File: src/rtl/count_pkg.sv
// Shared constants and types for the line match counter.
// Default widths, words-per-line, popcount width and FSM state enum.
package count_pkg;

  localparam int DEF_CACHE_WIDTH = 512;
  localparam int DEF_WORD_WIDTH  = 32;
  localparam int DEF_CNT_WIDTH   = 32;

  localparam int WORDS_PER_LINE =
    DEF_CACHE_WIDTH / DEF_WORD_WIDTH;

  localparam int POP_WIDTH =
    $clog2(WORDS_PER_LINE) + 1;

  typedef enum logic [1:0] {
    IDLE,
    RUN,
    DRAIN,
    DONE
  } state_t;

  // Bits needed to hold a count of 0..words inclusive.
  function automatic int pop_width(input int words);
    return $clog2(words) + 1;
  endfunction

endpackage

File: src/rtl/match_popcount.sv
// Stages S1-S2: per-word equality mask, then registered popcount.
// Ports: clk, rst, accept, line_data, object -> s1_valid, s2_valid, pop.
module match_popcount
  import count_pkg::*;
#(
  parameter int CACHE_WIDTH = DEF_CACHE_WIDTH,
  parameter int WORD_WIDTH  = DEF_WORD_WIDTH,
  parameter int WPL   = CACHE_WIDTH / WORD_WIDTH,
  parameter int POP_W = pop_width(WPL)
) (
  input  logic                   clk,
  input  logic                   rst,
  input  logic                   accept,
  input  logic [CACHE_WIDTH-1:0] line_data,
  input  logic [WORD_WIDTH-1:0]  object,
  output logic                   s1_valid,
  output logic                   s2_valid,
  output logic [POP_W-1:0]       pop
);

  logic [WPL-1:0]   mask;
  logic [WPL-1:0]   mask_q;
  logic [POP_W-1:0] pop_c;

  always_comb begin
    mask = '0;
    for (int i = 0; i < WPL; i++) begin
      mask[i] =
        line_data[i*WORD_WIDTH +: WORD_WIDTH] == object;
    end
  end

  always_comb begin
    pop_c = '0;
    for (int i = 0; i < WPL; i++) begin
      pop_c = pop_c + POP_W'(mask_q[i]);
    end
  end

  always_ff @(posedge clk or posedge rst) begin
    if (rst) begin
      s1_valid <= 1'b0;
      s2_valid <= 1'b0;
      mask_q   <= '0;
      pop      <= '0;
    end else begin
      s1_valid <= accept;
      s2_valid <= s1_valid;
      if (accept) mask_q <= mask;
      if (s1_valid) pop <= pop_c;
    end
  end

endmodule

File: src/rtl/line_match_counter.sv
// Streaming match counter: FSM, line counter and S3 accumulator.
// Ports: clk, rst, start, object, num_lines, line_valid, line_data ->
//   line_ready, busy, done, result, line_count.
// Define LINE_MATCH_SATURATE_EN to saturate the accumulator.
module line_match_counter
  import count_pkg::*;
#(
  parameter int CACHE_WIDTH = DEF_CACHE_WIDTH,
  parameter int WORD_WIDTH  = DEF_WORD_WIDTH,
  parameter int CNT_WIDTH   = DEF_CNT_WIDTH
) (
  input  logic                   clk,
  input  logic                   rst,
  input  logic                   start,
  input  logic [WORD_WIDTH-1:0]  object,
  input  logic [31:0]            num_lines,
  input  logic                   line_valid,
  input  logic [CACHE_WIDTH-1:0] line_data,
  output logic                   line_ready,
  output logic                   busy,
  output logic                   done,
  output logic [CNT_WIDTH-1:0]   result,
  output logic [CNT_WIDTH-1:0]   line_count
);

  localparam int WPL   = CACHE_WIDTH / WORD_WIDTH;
  localparam int POP_W = pop_width(WPL);

  state_t                state;
  logic [WORD_WIDTH-1:0] obj_q;
  logic [CNT_WIDTH-1:0]  num_q;
  logic [CNT_WIDTH-1:0]  acc;
  logic [CNT_WIDTH-1:0]  acc_nxt;
  logic [CNT_WIDTH-1:0]  cnt_nxt;
  logic                  accept;
  logic                  s1_valid;
  logic                  s2_valid;
  logic [POP_W-1:0]      pop;

  assign line_ready = state == RUN;
  assign busy       = state == RUN || state == DRAIN;
  assign done       = state == DONE;
  assign result     = acc;
  assign accept     = line_ready && line_valid;
  assign cnt_nxt    = line_count + CNT_WIDTH'(1);

`ifdef LINE_MATCH_SATURATE_EN
  logic [CNT_WIDTH:0] sum;
  assign sum = {1'b0, acc} + (CNT_WIDTH+1)'(pop);
  assign acc_nxt =
    sum[CNT_WIDTH] ? '1 : sum[CNT_WIDTH-1:0];
`else
  assign acc_nxt = acc + CNT_WIDTH'(pop);
`endif

  match_popcount #(
    .CACHE_WIDTH (CACHE_WIDTH),
    .WORD_WIDTH  (WORD_WIDTH)
  ) u_mp (
    .clk       (clk),
    .rst       (rst),
    .accept    (accept),
    .line_data (line_data),
    .object    (obj_q),
    .s1_valid  (s1_valid),
    .s2_valid  (s2_valid),
    .pop       (pop)
  );

  always_ff @(posedge clk or posedge rst) begin
    if (rst) begin
      state      <= IDLE;
      obj_q      <= '0;
      num_q      <= '0;
      acc        <= '0;
      line_count <= '0;
    end else begin
      if (s2_valid) acc <= acc_nxt;
      unique case (state)
        IDLE, DONE: begin
          if (start) begin
            obj_q      <= object;
            num_q      <= CNT_WIDTH'(num_lines);
            acc        <= '0;
            line_count <= '0;
            state <= (num_lines == '0) ? DONE : RUN;
          end
        end
        RUN: begin
          if (line_valid) begin
            line_count <= cnt_nxt;
            if (cnt_nxt == num_q) state <= DRAIN;
          end
        end
        DRAIN: begin
          // S3 writes on the edge s2_valid is seen, so
          // both valids low means the last line is in.
          if (!s1_valid && !s2_valid) state <= DONE;
        end
        default: state <= IDLE;
      endcase
    end
  end

endmodule

File: config.mk
export PLATFORM = sky130hd
export DESIGN_NAME = line_match_counter
export DESIGN_NICKNAME = d
export VERILOG_FILES = /design/src/rtl/count_pkg.sv /design/src/rtl/match_popcount.sv /design/src/rtl/line_match_counter.sv
export SDC_FILE = /design/constraint.sdc
export NUM_CORES = 1
export LEC_CHECK = 0
export ABC_AREA = 0
export CORE_AREA = 5 5 249 251
export DETAILED_ROUTE_END_ITERATION = 7
export DIE_AREA = 0 0 254 256
export SETUP_SLACK_MARGIN = 0.1
export SLEW_MARGIN = 20
export SYNTH_ARGS = -nofsm -noshare
export SYNTH_HDL_FRONTEND = slang
export SYNTH_HIERARCHICAL = 1
export SYNTH_SLANG_ARGS = --single-unit
File: constraint.sdc
create_clock -name clk -period 4.14 [get_ports clk]
set_input_delay 0.828 -clock clk [delete_from_list [all_inputs] [get_ports clk]]
set_output_delay 0.828 -clock clk [all_outputs]
set_load 0.01 [all_outputs]
==> run_results.csv, run 1 <==
group,metric,value,unit
run_status,status,"completed",
synthesis,yosysUniqueCellTypes,66,
critical_path,rr_endpoint,"u_mp/pop[4]$_DFFE_PP0P_",
global_route,grt_pass1_vias,15580,
final_layout,fin_util,36.96,%
drt,via_per_inst,4.832,
drt,wirelength,83330,µm
clock_tree,cts_tree,"done",
placement,gp_congestion,0.9494,
clock_tree,root_buffer,"clkbuf_16",
sta,final_max_slew_viol_count,0,
global_route,antenna_found_initial,36,
power,pwr-share-comb,58.3,%
synthesis,yosys_warnings,6,
clock_tree,clock_path_buffers,2,
power,pwr-share-seq,26.6,%
synthesis,synth_commonest_cells,"319 x xnor2_1, 262 x xor2_1, 230 x nand2_1",
sta,post-route-period-util,95.95,%
sta,tns,0,ns
sta,setup_viol,0,
final_layout,instances_no_fill,3085,
placement,placed_cells,3032,
synthesis,yosysTopAreaCell,"dfrtp_1",
floorplan,rows,90,
hold_path,hold_path_end,"obj_q[30]$_DFFE_PP0P_",
clock_tree,worstSkewPairLatency,0.46,ns
global_route,grt_pass1_wl,114600,µm
drt,ant_nets,0,
global_route,grt_use_total,24.34,%
power,switchingPower,5.429,mW
synthesis,synth_edf_count,0,
final_layout,drive_above_1_share,5.039,%
power,p_int,5.589,mW
power,clock_power_share,15.1,%
sta,hold_viol,0,
power,power_leakage,8.605,nW
final_layout,nets,2880,
sta,tightest_slew,0.9618,ns
final_layout,area_growth,53.85,%
critical_path,reg2reg_depth,13,
synthesis,synth_most_common_cell,"xnor2_1",
floorplan,die_y,256,µm
synthesis,yosysTopAreaCellShare,26.70,%
synthesis,ys.flop_type,"dfrtp_1",
sta,finClkSkew,0.01043,ns
sta,max_freq,251.7,MHz
critical_path,cp_max_fo,2,
clock_tree,cts_setup_buffers,0,
sta,grt_setup_unrepaired,"yes",
power,power_density,499.5,nW/µm²
floorplan,die_w,254,µm
power,ir_drop,606.8,µV
critical_path,crit_type,"reg -> reg",
synthesis,yosysSeqAreaShare,26.70,%
hold_path,hp-class,"reg -> reg",
synthesis,synth_fp_nets,2271,
floorplan,die-area,65020,µm²
drt,drt-wirelength-per-cell,27.01,µm
drt,drtIter0Drc,1003,
drt,vias,14910,
clock_tree,cts_made_buffers,17,
critical_path,critPathCaptureType,"flip-flop",
critical_path,worstSetupStartpointType,"flip-flop",
critical_path,r2r_setup_slack,0.17,ns
hold_path,min_from,"obj_q[30]$_DFFE_PP0P_",
synthesis,synthTopCellsByArea,"dfrtp_1 27%, xnor2_1 19%, xor2_1 16%, nand2_1 6.0%, nand4_1 4.3%",
synthesis,synth_area,14340,µm²
clock_tree,path_clk_slew,0.07,ns
critical_path,arrival,4.35,ns
drt,drc,0,
placement,port_buffers,646,
job,cap_violations,0,
floorplan,core_area,59680,µm²
sta,relSlewSlack,35.49,%
synthesis,synth_cells,1660,
drt,dr.pass1.iters,5,
clock_tree,postCtsHoldBufs,0,
power,swShare,49.27,%
clock_tree,clkSinkCount,153,
critical_path,crit_path_start,"u_mp/mask_q[0]$_DFFE_PP0P_",
global_route,overflow,0,
floorplan,ios,647,
placement,dp_hpwl,66900,µm
critical_path,regToRegStartpoint,"u_mp/mask_q[0]$_DFFE_PP0P_",
synthesis,synth-seq-cells,153,
critical_path,cp.required,4.51,ns
final_layout,fill_cells,6133,
hold_path,hold_depth,2,
sta,fin_crit,3.972,ns
synthesis,avgSynthCellArea,8.638,µm²
global_route,grt_max_degree,67,
clock_tree,htreeDepth,4,
synthesis,async_flop_share,100.0,%
sta,hold-worst-slack,0.4847,ns
floorplan,start_util,24.03,%
placed cells by master, fill, tap and decap left out, types with 21 or more instances in the layout:
master / n
clkdlybuf4s50_1: 646
nand4_1: 99
xor2_1: 262
nor4_1: 77
buf_4: 51
nand3_1: 36
diode_2: 21
nand2_1: 229
o21ai_0: 50
nor2_1: 65
xnor2_1: 319
dfrtp_1: 144
inv_1: 42
a21oi_1: 24
nor3_1: 25
layout make-up:
| class | count | area [µm²] | share of cell area, % |
|---|---|---|---|
| Clock buffer | 20 | 466.7 | 2.116 |
| Inverter | 45 | 172.7 | 0.7827 |
| Multi-Input combinational cell | 1354 | 9544 | 43.26 |
| Tap cell | 782 | 978.4 | 4.435 |
| Sequential cell | 153 | 3840 | 17.41 |
| Clock inverter | 12 | 136.4 | 0.6182 |
| Timing Repair Buffer | 698 | 6869 | 31.14 |
| Antenna cell | 21 | 52.55 | 0.2382 |
metrics by stage:
stage | power (mW) | area, µm² | setup WS [ns]
after floorplan | 6.825 | 14340 | 0.2251
after global placement | 9.286 | 21390 | 0.06984
after detailed placement | 9.341 | 21390 | 0.09842
after CTS | 11.08 | 21990 | 0.1581
after global routing | 11.58 | 22050 | 0.02731
final | 11.02 | 22060 | 0.1677
routing by layer:
| layer | part of all wire, % | routed length (µm) | up-vias | global-route usage [%] |
|---|---|---|---|---|
| met2 | 52 | 43330 | 650 | 44.35 |
| met1 | 38 | 31670 | 7303 | 27.76 |
| met5 | 0.12 | 104 | - | 0 |
| met4 | 3.2 | 2642 | 18 | 9.010 |
| li1 | - | - | 6821 | - |
| met3 | 6.7 | 5585 | 114 | 5.172 |
sequential cells by signal, summed over array words and instances, names as in the netlist:
signal / count
line_count: 32
num_q: 32
obj_q: 32
result: 32
state: 2
u_mp/mask_q: 16
u_mp/pop: 5
u_mp/s1_valid: 1
u_mp/s2_valid: 1
power by group through the flow:
| stage | Clock, mW | Sequential (mW) | Combinational (mW) |
|---|---|---|---|
| global route | 1.77 | 2.97 | 6.84 |
| global placement | 0 | 2.98 | 6.30 |
| floorplan | 0 | 2.10 | 4.73 |
| detailed placement | 0 | 2.98 | 6.36 |
| finish | 1.66 | 2.93 | 6.42 |
| CTS | 1.72 | 2.95 | 6.41 |
critical path, cell delays in order, from the launching register on:
cell and delay [ns]:
dfrtp_1 0.41, fa_1 0.52, ha_4 0.29, inv_2 0.03, fa_1 0.53, fa_1 0.43, fa_1 0.47, fa_2 0.38
fa_2 0.40, inv_1 0.07, a21oi_1 0.06, nor2_1 0.10, nor2_1 0.05, a21oi_1 0.16
kinds of logic after synthesis:
family	after synthesis	share of synthesized area, %
xor+xnor	583	35.72
compound gates	139	5.925
flops	153	26.70
buf+inv	153	6.972
simple gates	589	20.49
fa+ha+maj	31	3.333
mux	12	0.8639
timing repair:
action / CTS / global route
gates cloned: 0 / 0
setup endpoints to repair: 2 / 2
pin swaps: 0 / 1
resized for setup: 2 / 2
worst max-delay path by stage:
| stage | slack (ns) | end | cells after the start |
|---|---|---|---|
| finish | 0.17 | u_mp/pop[4]$_DFFE_PP0P_ | 13 |
| global route | 0.03 | u_mp/pop[4]$_DFFE_PP0P_ | 13 |
| detailed placement | 0.1 | u_mp/pop[4]$_DFFE_PP0P_ | 13 |
| CTS | 0.16 | u_mp/pop[4]$_DFFE_PP0P_ | 13 |
| floorplan | 0.23 | u_mp/pop[2]$_DFFE_PP0P_ | 10 |
| global placement | 0.07 | u_mp/pop[4]$_DFFE_PP0P_ | 13 |
(Power assumes the default switching activity.)
==> run 2, diff against run 1 <==
Settings changed: CORE_AREA 5 5 249 251 to 5 5 247 249, DIE_AREA 0 0 254 256 to 0 0 252 254, DONT_BUFFER_PORTS set to 1.
==> run 2 against run 1 <==
  * The run now ends with DRC left
  * Via count fell by 15%
  * Global-route usage decreased by 1.3 points
  * Critical endpoint is now u_mp/pop[2]$_DFFE_PP0P_
  * Maximum frequency down 0.18%
  * Sequential share of layout area is 7.3 points higher
  * Wire length down 6.1%
  * Sequential cell count stayed put
  * Clock skew rose by 0.0045 ns
  * Utilization shrank 10 points
==> run_results.csv, run 2 (synthesis gave the netlist of run 1 again) <==
group,metric,value,unit
final_layout,design_area,15560,µm²
global_route,antenna_found_initial,9,
clock_tree,path_clk_slew,0.08,ns
critical_path,regToRegStartpoint,"u_mp/mask_q[0]$_DFFE_PP0P_",
drt,via_per_inst,5.229,
floorplan,ios,647,
hold_path,hp-class,"in -> async",
drt,drt-wirelength-per-cell,32.40,µm
final_layout,fill_cells,6337,
sta,setup_viol,0,
clock_tree,postCtsHoldBufs,0,
global_route,overflow,0,
run_status,violations,"DRC",
critical_path,rr_endpoint,"u_mp/pop[2]$_DFFE_PP0P_",
final_layout,final_common_cell,"xnor2_1",
global_route,grt_pass1_vias,12910,
placement,dp_hpwl,63480,µm
placement,placed_cells,2378,
clock_tree,cts_made_buffers,17,
power,finalPower,10.38,mW
sta,tns,0,ns
floorplan,start_util,24.53,%
drt,dr.pass1.iters,8,
critical_path,reg2reg_depth,10,
placement,gp_congestion,0.9274,
sta,fin_crit,3.980,ns
final_layout,final_cell_mix,"319 x xnor2_1, 262 x xor2_1, 229 x nand2_1",
clock_tree,worstSkewPairLatency,0.46,ns
critical_path,crit_chain,"fa_1 > ha_1 > inv_2 > fa_1 > fa_1 > fa_1 > fa_2 > fa_2 > xnor2_1 > mux2_2",
critical_path,cp_max_fo,2,
sta,timing.final.ws_setup,0.1605,ns
final_layout,instances_no_fill,2416,
floorplan,die_w,252,µm
power,power_leakage,6.124,nW
sta,hold_viol,0,
final_layout,area_growth,8.516,%
placement,pre_cts_ws,0.06874,ns
drt,vias,12630,
floorplan,rows,89,
sta,max_freq,251.3,MHz
sta,relSlewSlack,26.37,%
clock_tree,cts_tree,"done",
final_layout,multi_input_area,9557,µm²
sta,post-route-period-util,96.12,%
sta,final_max_slew_viol_count,0,
critical_path,critPathCaptureType,"flip-flop",
job,cap_violations,0,
clock_tree,clkSinkCount,153,
power,power_density,667.0,nW/µm²
placement,port_buffers,0,
critical_path,cp_slowest_cell,"fa_1",
final_layout,nets,2238,
critical_path,worstSetupStartpointType,"flip-flop",
critical_path,crit_type,"reg -> reg",
critical_path,r2r_setup_slack,0.16,ns
global_route,grt_use_total,22.99,%
clock_tree,htreeDepth,4,
drt,wirelength,78270,µm
final_layout,drive_above_1_share,7.317,%
power,ir_drop,337.8,µV
clock_tree,root_buffer,"clkbuf_16",
critical_path,crit_path_start,"u_mp/mask_q[0]$_DFFE_PP0P_",
drt,drc,4,
global_route,grt_pass1_wl,103800,µm
run_status,status,"finished with violations",
floorplan,die_y,254,µm
sta,finClkSkew,0.01494,ns
placement,placed_area,14920,µm²
critical_path,cpMostUsedCell,"fa_1",
final_layout,seq_area,3840,µm²
critical_path,slowest_delay,0.54,ns
clock_tree,clock_path_buffers,2,
drt,drtIter0Drc,1078,
sta,grt_setup_unrepaired,"yes",
drt,ant_nets,0,
critical_path,cp.required,4.48,ns
global_route,grt_max_degree,98,
floorplan,core_area,58460,µm²
sta,tightest_slew,1.104,ns
critical_path,arrival,4.32,ns
floorplan,die-area,64010,µm²
-- run 2: repair_timing --
item                                    CTS  global route
setup buffers                             0             1
endpoints found under the setup margin    2             2
resized for setup                         1             2
pin swaps                                 0             1
endpoints found under the hold margin     0             0
-- run 2: per-stage QoR --
stage	hold WS [ns]	util [%]
final	0.2508	26.62
after global placement	0.4628	25.53
after CTS	0.2410	26.48
after floorplan	0.3736	-
after detailed placement	0.4663	25.53
after global routing	0.2537	26.61
-- run 2: area by class of cell --
cell class / count / share of cell area (%)
clock buffers: 18 / 2.822
multi-input cells: 1354 / 61.42
repair buffers: 56 / 2.959
well taps: 773 / 6.216
diodes: 3 / 0.04825
clock inverters: 14 / 0.7478
inverters: 45 / 1.110
flip-flops and latches: 153 / 24.68
-- run 2: layer usage --
layer  wire, µm  up-vias  share of wire [%]  global-route usage, %
li1           -     5513                  -                      -
met1      28090     6207                 36                  25.72
met2      39290      762                 50                  40.40
met3       7674      142                9.8                  8.218
met4       3162       10                4.0                  8.359
met5         55        -              0.070                      0
-- run 2: critical path, delay by kind of cell (launching register included) --
kind                       cells  cell delay [ns]
xor gates and xnor gates       1             0.13
DFF                            1             0.41
adders and majority gates      7             3.02
buffers and inverters          1             0.04
muxes                          1             0.26
-- run 2: where the power goes --
group | internal, mW | switching [mW] | total, mW
Sequential | 1.85 | 1.14 | 2.99
Combinational | 2.30 | 3.56 | 5.86
Clock | 0.796 | 0.737 | 1.53
-- run 2: how the worst max path moves through the flow --
stage,endpoint,slack (ns),cells past startpoint
2_1_floorplan,u_mp/pop[2]$_DFFE_PP0P_,0.23,10
3_3_place_gp,u_mp/pop[4]$_DFFE_PP0P_,0.1,13
3_5_place_dp,u_mp/pop[2]$_DFFE_PP0P_,0.07,10
4_1_cts,u_mp/pop[2]$_DFFE_PP0P_,0.10,10
5_1_grt,u_mp/pop[4]$_DFFE_PP0P_,0.06,13
6_report,u_mp/pop[2]$_DFFE_PP0P_,0.16,10
==> run 3, diff against run 2 <==
Settings changed: ABC_AREA 0 to 1, CORE_AREA 5 5 247 249 to 5 5 252 254, DIE_AREA 0 0 252 254 to 0 0 257 259.
==> run 3 against run 2 <==
  * The flow now finishes without violations
  * Critical path depth grew 1
  * Non-clock buffer count shrank 31
  * Cell area grew 15%
  * Sequential power shrank 6%
  * Utilization grew 2.6 points
  * Area after synthesis grew 17%
  * First-iteration DRC count grew 86%
==> run_results.csv, run 3 <==
group,metric,value,unit
run_status,status,"completed",
sta,fin_crit,3.902,ns
placement,gp_congestion,1.056,
final_layout,final_cell_mix,"1206 x nand2_1, 404 x inv_1, 305 x nor2_1",
final_layout,seq_area,3829,µm²
drt,drt-wirelength-per-cell,24.86,µm
sta,hold-worst-slack,0.3080,ns
global_route,grt_pass1_wl,123600,µm
placement,placed_area,17280,µm²
final_layout,design_area,17830,µm²
critical_path,crit_chain,"fa_1 > ha_1 > inv_1 > fa_1 > fa_1 > fa_1 > fa_2 > fa_2 > nor2_2 > nor2_1 > a22o_1",
power,ir_drop,297.5,µV
critical_path,r2r_setup_slack,0.24,ns
synthesis,synth_fp_nets,3516,
clock_tree,cts_made_buffers,17,
critical_path,cpMostUsedCell,"fa_1",
floorplan,start_util,27.37,%
sta,relSlewSlack,27.16,%
synthesis,synth-simple-area-share,44.60,%
job,cap_violations,0,
sta,tightest_slew,1.093,ns
critical_path,worstSetupStartpointType,"flip-flop",
sta,final_max_slew_viol_count,0,
critical_path,cp_slowest_cell,"fa_1",
final_layout,final_common_cell,"nand2_1",
synthesis,synth_compound_area_share,5.348,%
clock_tree,htreeDepth,4,
sta,grt_setup_unrepaired,"no",
floorplan,die_y,259,µm
floorplan,die-area,66560,µm²
clock_tree,cts_setup_buffers,0,
clock_tree,clock_path_buffers,2,
drt,dr.pass1.iters,6,
clock_tree,cts_tree,"done",
critical_path,rr_endpoint,"u_mp/pop[2]$_DFFE_PP0P_",
placement,dp_hpwl,76610,µm
drt,wirelength,90870,µm
synthesis,synth_most_common_cell,"nand2_1",
synthesis,synth_mux_area_share,0,%
synthesis,synth_cells,2905,
clock_tree,worstSkewPairLatency,0.47,ns
synthesis,synth_commonest_cells,"1207 x nand2_1, 405 x inv_1, 306 x nor2_1",
global_route,grt_max_degree,76,
final_layout,nets,3453,
synthesis,yosysTopAreaCell,"nand2_1",
drt,via_per_inst,4.934,
final_layout,fill_cells,6996,
clock_tree,root_buffer,"clkbuf_16",
final_layout,drive_above_1_share,3.994,%
critical_path,cp.required,4.50,ns
drt,drtIter0Drc,2006,
synthesis,synth-seq-cells,153,
power,power_leakage,8.992,nW
sta,setup_viol,0,
synthesis,async_flop_share,100.0,%
drt,vias,18040,
drt,met2_length,38360,µm
synthesis,yosysSeqAreaShare,22.92,%
synthesis,synth_top_family_by_area,"simple AND/OR/NAND/NOR gates",
clock_tree,clkSinkCount,153,
global_route,antenna_found_initial,9,
floorplan,core_area,61030,µm²
critical_path,crit_type,"reg -> reg",
synthesis,synthTopCellsByArea,"nand2_1 27%, dfrtp_1 23%, inv_1 9.1%, xnor2_1 8.7%, nor2_1 6.9%",
floorplan,rows,91,
floorplan,ios,647,
critical_path,reg2reg_depth,11,
critical_path,slowest_delay,0.52,ns
synthesis,yosys_warnings,6,
synthesis,synth_area,16700,µm²
drt,top_layer,"met5",
global_route,grt_pass1_vias,16040,
drt,wl_met1,40680,µm
synthesis,yosysUniqueCellTypes,39,
final_layout,area_growth,6.734,%
sta,tns,0,ns
final_layout,multi_input_area,10680,µm²
critical_path,arrival,4.26,ns
drt,wl_met3,9548,µm
synthesis,synthXorXnorAreaFrac,11.00,%
clock_tree,path_clk_slew,0.06,ns
sta,max_freq,256.3,MHz
synthesis,yosysTopAreaCellShare,27.12,%
power,power_density,572.1,nW/µm²
critical_path,cp_max_fo,2,
sta,finClkSkew,0.01101,ns
synthesis,synth_edf_count,0,
synthesis,avgSynthCellArea,5.750,µm²
floorplan,die_w,257,µm
global_route,grt_use_total,25.79,%
placement,port_buffers,0,
drt,ant_nets,0,
synthesis,ys.flop_type,"dfrtp_1",
critical_path,critPathCaptureType,"flip-flop",
global_route,overflow,0,
sta,hold_viol,0,
drt,drc,0,
hold_path,hp-class,"in -> async",
sta,post-route-period-util,94.25,%
clock_tree,postCtsHoldBufs,0,
synthesis,synthAdderAreaFrac,2.861,%
critical_path,regToRegStartpoint,"u_mp/mask_q[0]$_DFFE_PP0P_",
-- run 3: cell types whose count changed in the layout (fill, tap and decap cells not counted), moves of 64 or more --
cell and delta:
nand2_1 +977, inv_1 +362, nor2_1 +240, nand3_1 +108
xor2_1 -220, xnor2_1 -154, nor4_1 -64
-- run 3: area by class of cell --
cell class | instances | share of cell area (%)
Antenna cell | 11 | 0.1544
Clock buffer | 18 | 2.463
Clock inverter | 13 | 0.4491
Inverter | 421 | 8.891
Multi-Input combinational cell | 2224 | 59.90
Sequential cell | 153 | 21.47
Tap cell | 790 | 5.544
Timing Repair Buffer | 25 | 1.123
-- run 3: stage by stage --
stage | std cells | worst slack, ns | utilization [%] | power [mW]
after CTS | 3644 | 0.1144 | 29.16 | 10.17
after global routing | 3645 | 0.1330 | 29.17 | 10.95
final | 3655 | 0.2382 | 29.22 | 10.20
after detailed placement | 3613 | 0.1260 | 28.31 | 8.642
after floorplan | 2905 | 0.2824 | - | 6.762
after global placement | 3613 | 0.1679 | 28.31 | 8.629
-- run 3: kinds of logic after synthesis --
group                    Yosys count
buffers and inverters            528
flip-flops                       153
adder cells (fa/ha/maj)           31
XOR/XNOR                         208
AND/OR/NAND/NOR                 1818
AO/OA/AOI/OAI                    167
-- run 3: report_power, final --
part / internal [mW] / switching, mW
registers: 1.84 / 0.966
logic: 1.95 / 3.94
clock network: 0.771 / 0.727
total: 4.56 / 5.64
-- run 3: how the worst max path moves through the flow --
stage | to | slack (ns) | from | depth (start not counted)
2_1_floorplan | u_mp/pop[2]$_DFFE_PP0P_ | 0.28 | u_mp/mask_q[0]$_DFFE_PP0P_ | 11
3_3_place_gp | u_mp/pop[2]$_DFFE_PP0P_ | 0.17 | u_mp/mask_q[0]$_DFFE_PP0P_ | 11
4_1_cts | u_mp/pop[2]$_DFFE_PP0P_ | 0.11 | u_mp/mask_q[0]$_DFFE_PP0P_ | 11
6_report | u_mp/pop[2]$_DFFE_PP0P_ | 0.24 | u_mp/mask_q[0]$_DFFE_PP0P_ | 11
5_1_grt | u_mp/pop[2]$_DFFE_PP0P_ | 0.13 | u_mp/mask_q[0]$_DFFE_PP0P_ | 11
3_5_place_dp | u_mp/pop[2]$_DFFE_PP0P_ | 0.13 | u_mp/mask_q[0]$_DFFE_PP0P_ | 11
-- run 3: layer usage --
| layer | vias up | global-route usage (%) |
|---|---|---|
| met1 | 8304 | 37.12 |
| met5 | - | 0 |
| li1 | 8704 | - |
| met3 | 101 | 7.840 |
| met4 | 2 | 6.710 |
| met2 | 924 | 37.51 |
-- run 3: what timing repair did --
action,CTS,global route
resized for setup,0,3
endpoints found under the hold margin,0,0
endpoints found under the setup margin,0,2
-- run 3: critical path: cells and delay by family (launching register included) --
kind	cells	cell delay [ns]
AO/OA/AOI/OAI	1	0.17
adder cells (fa/ha/maj)	7	2.98
buffers and inverters	1	0.05
flip-flops	1	0.40
AND/OR/NAND/NOR	2	0.18
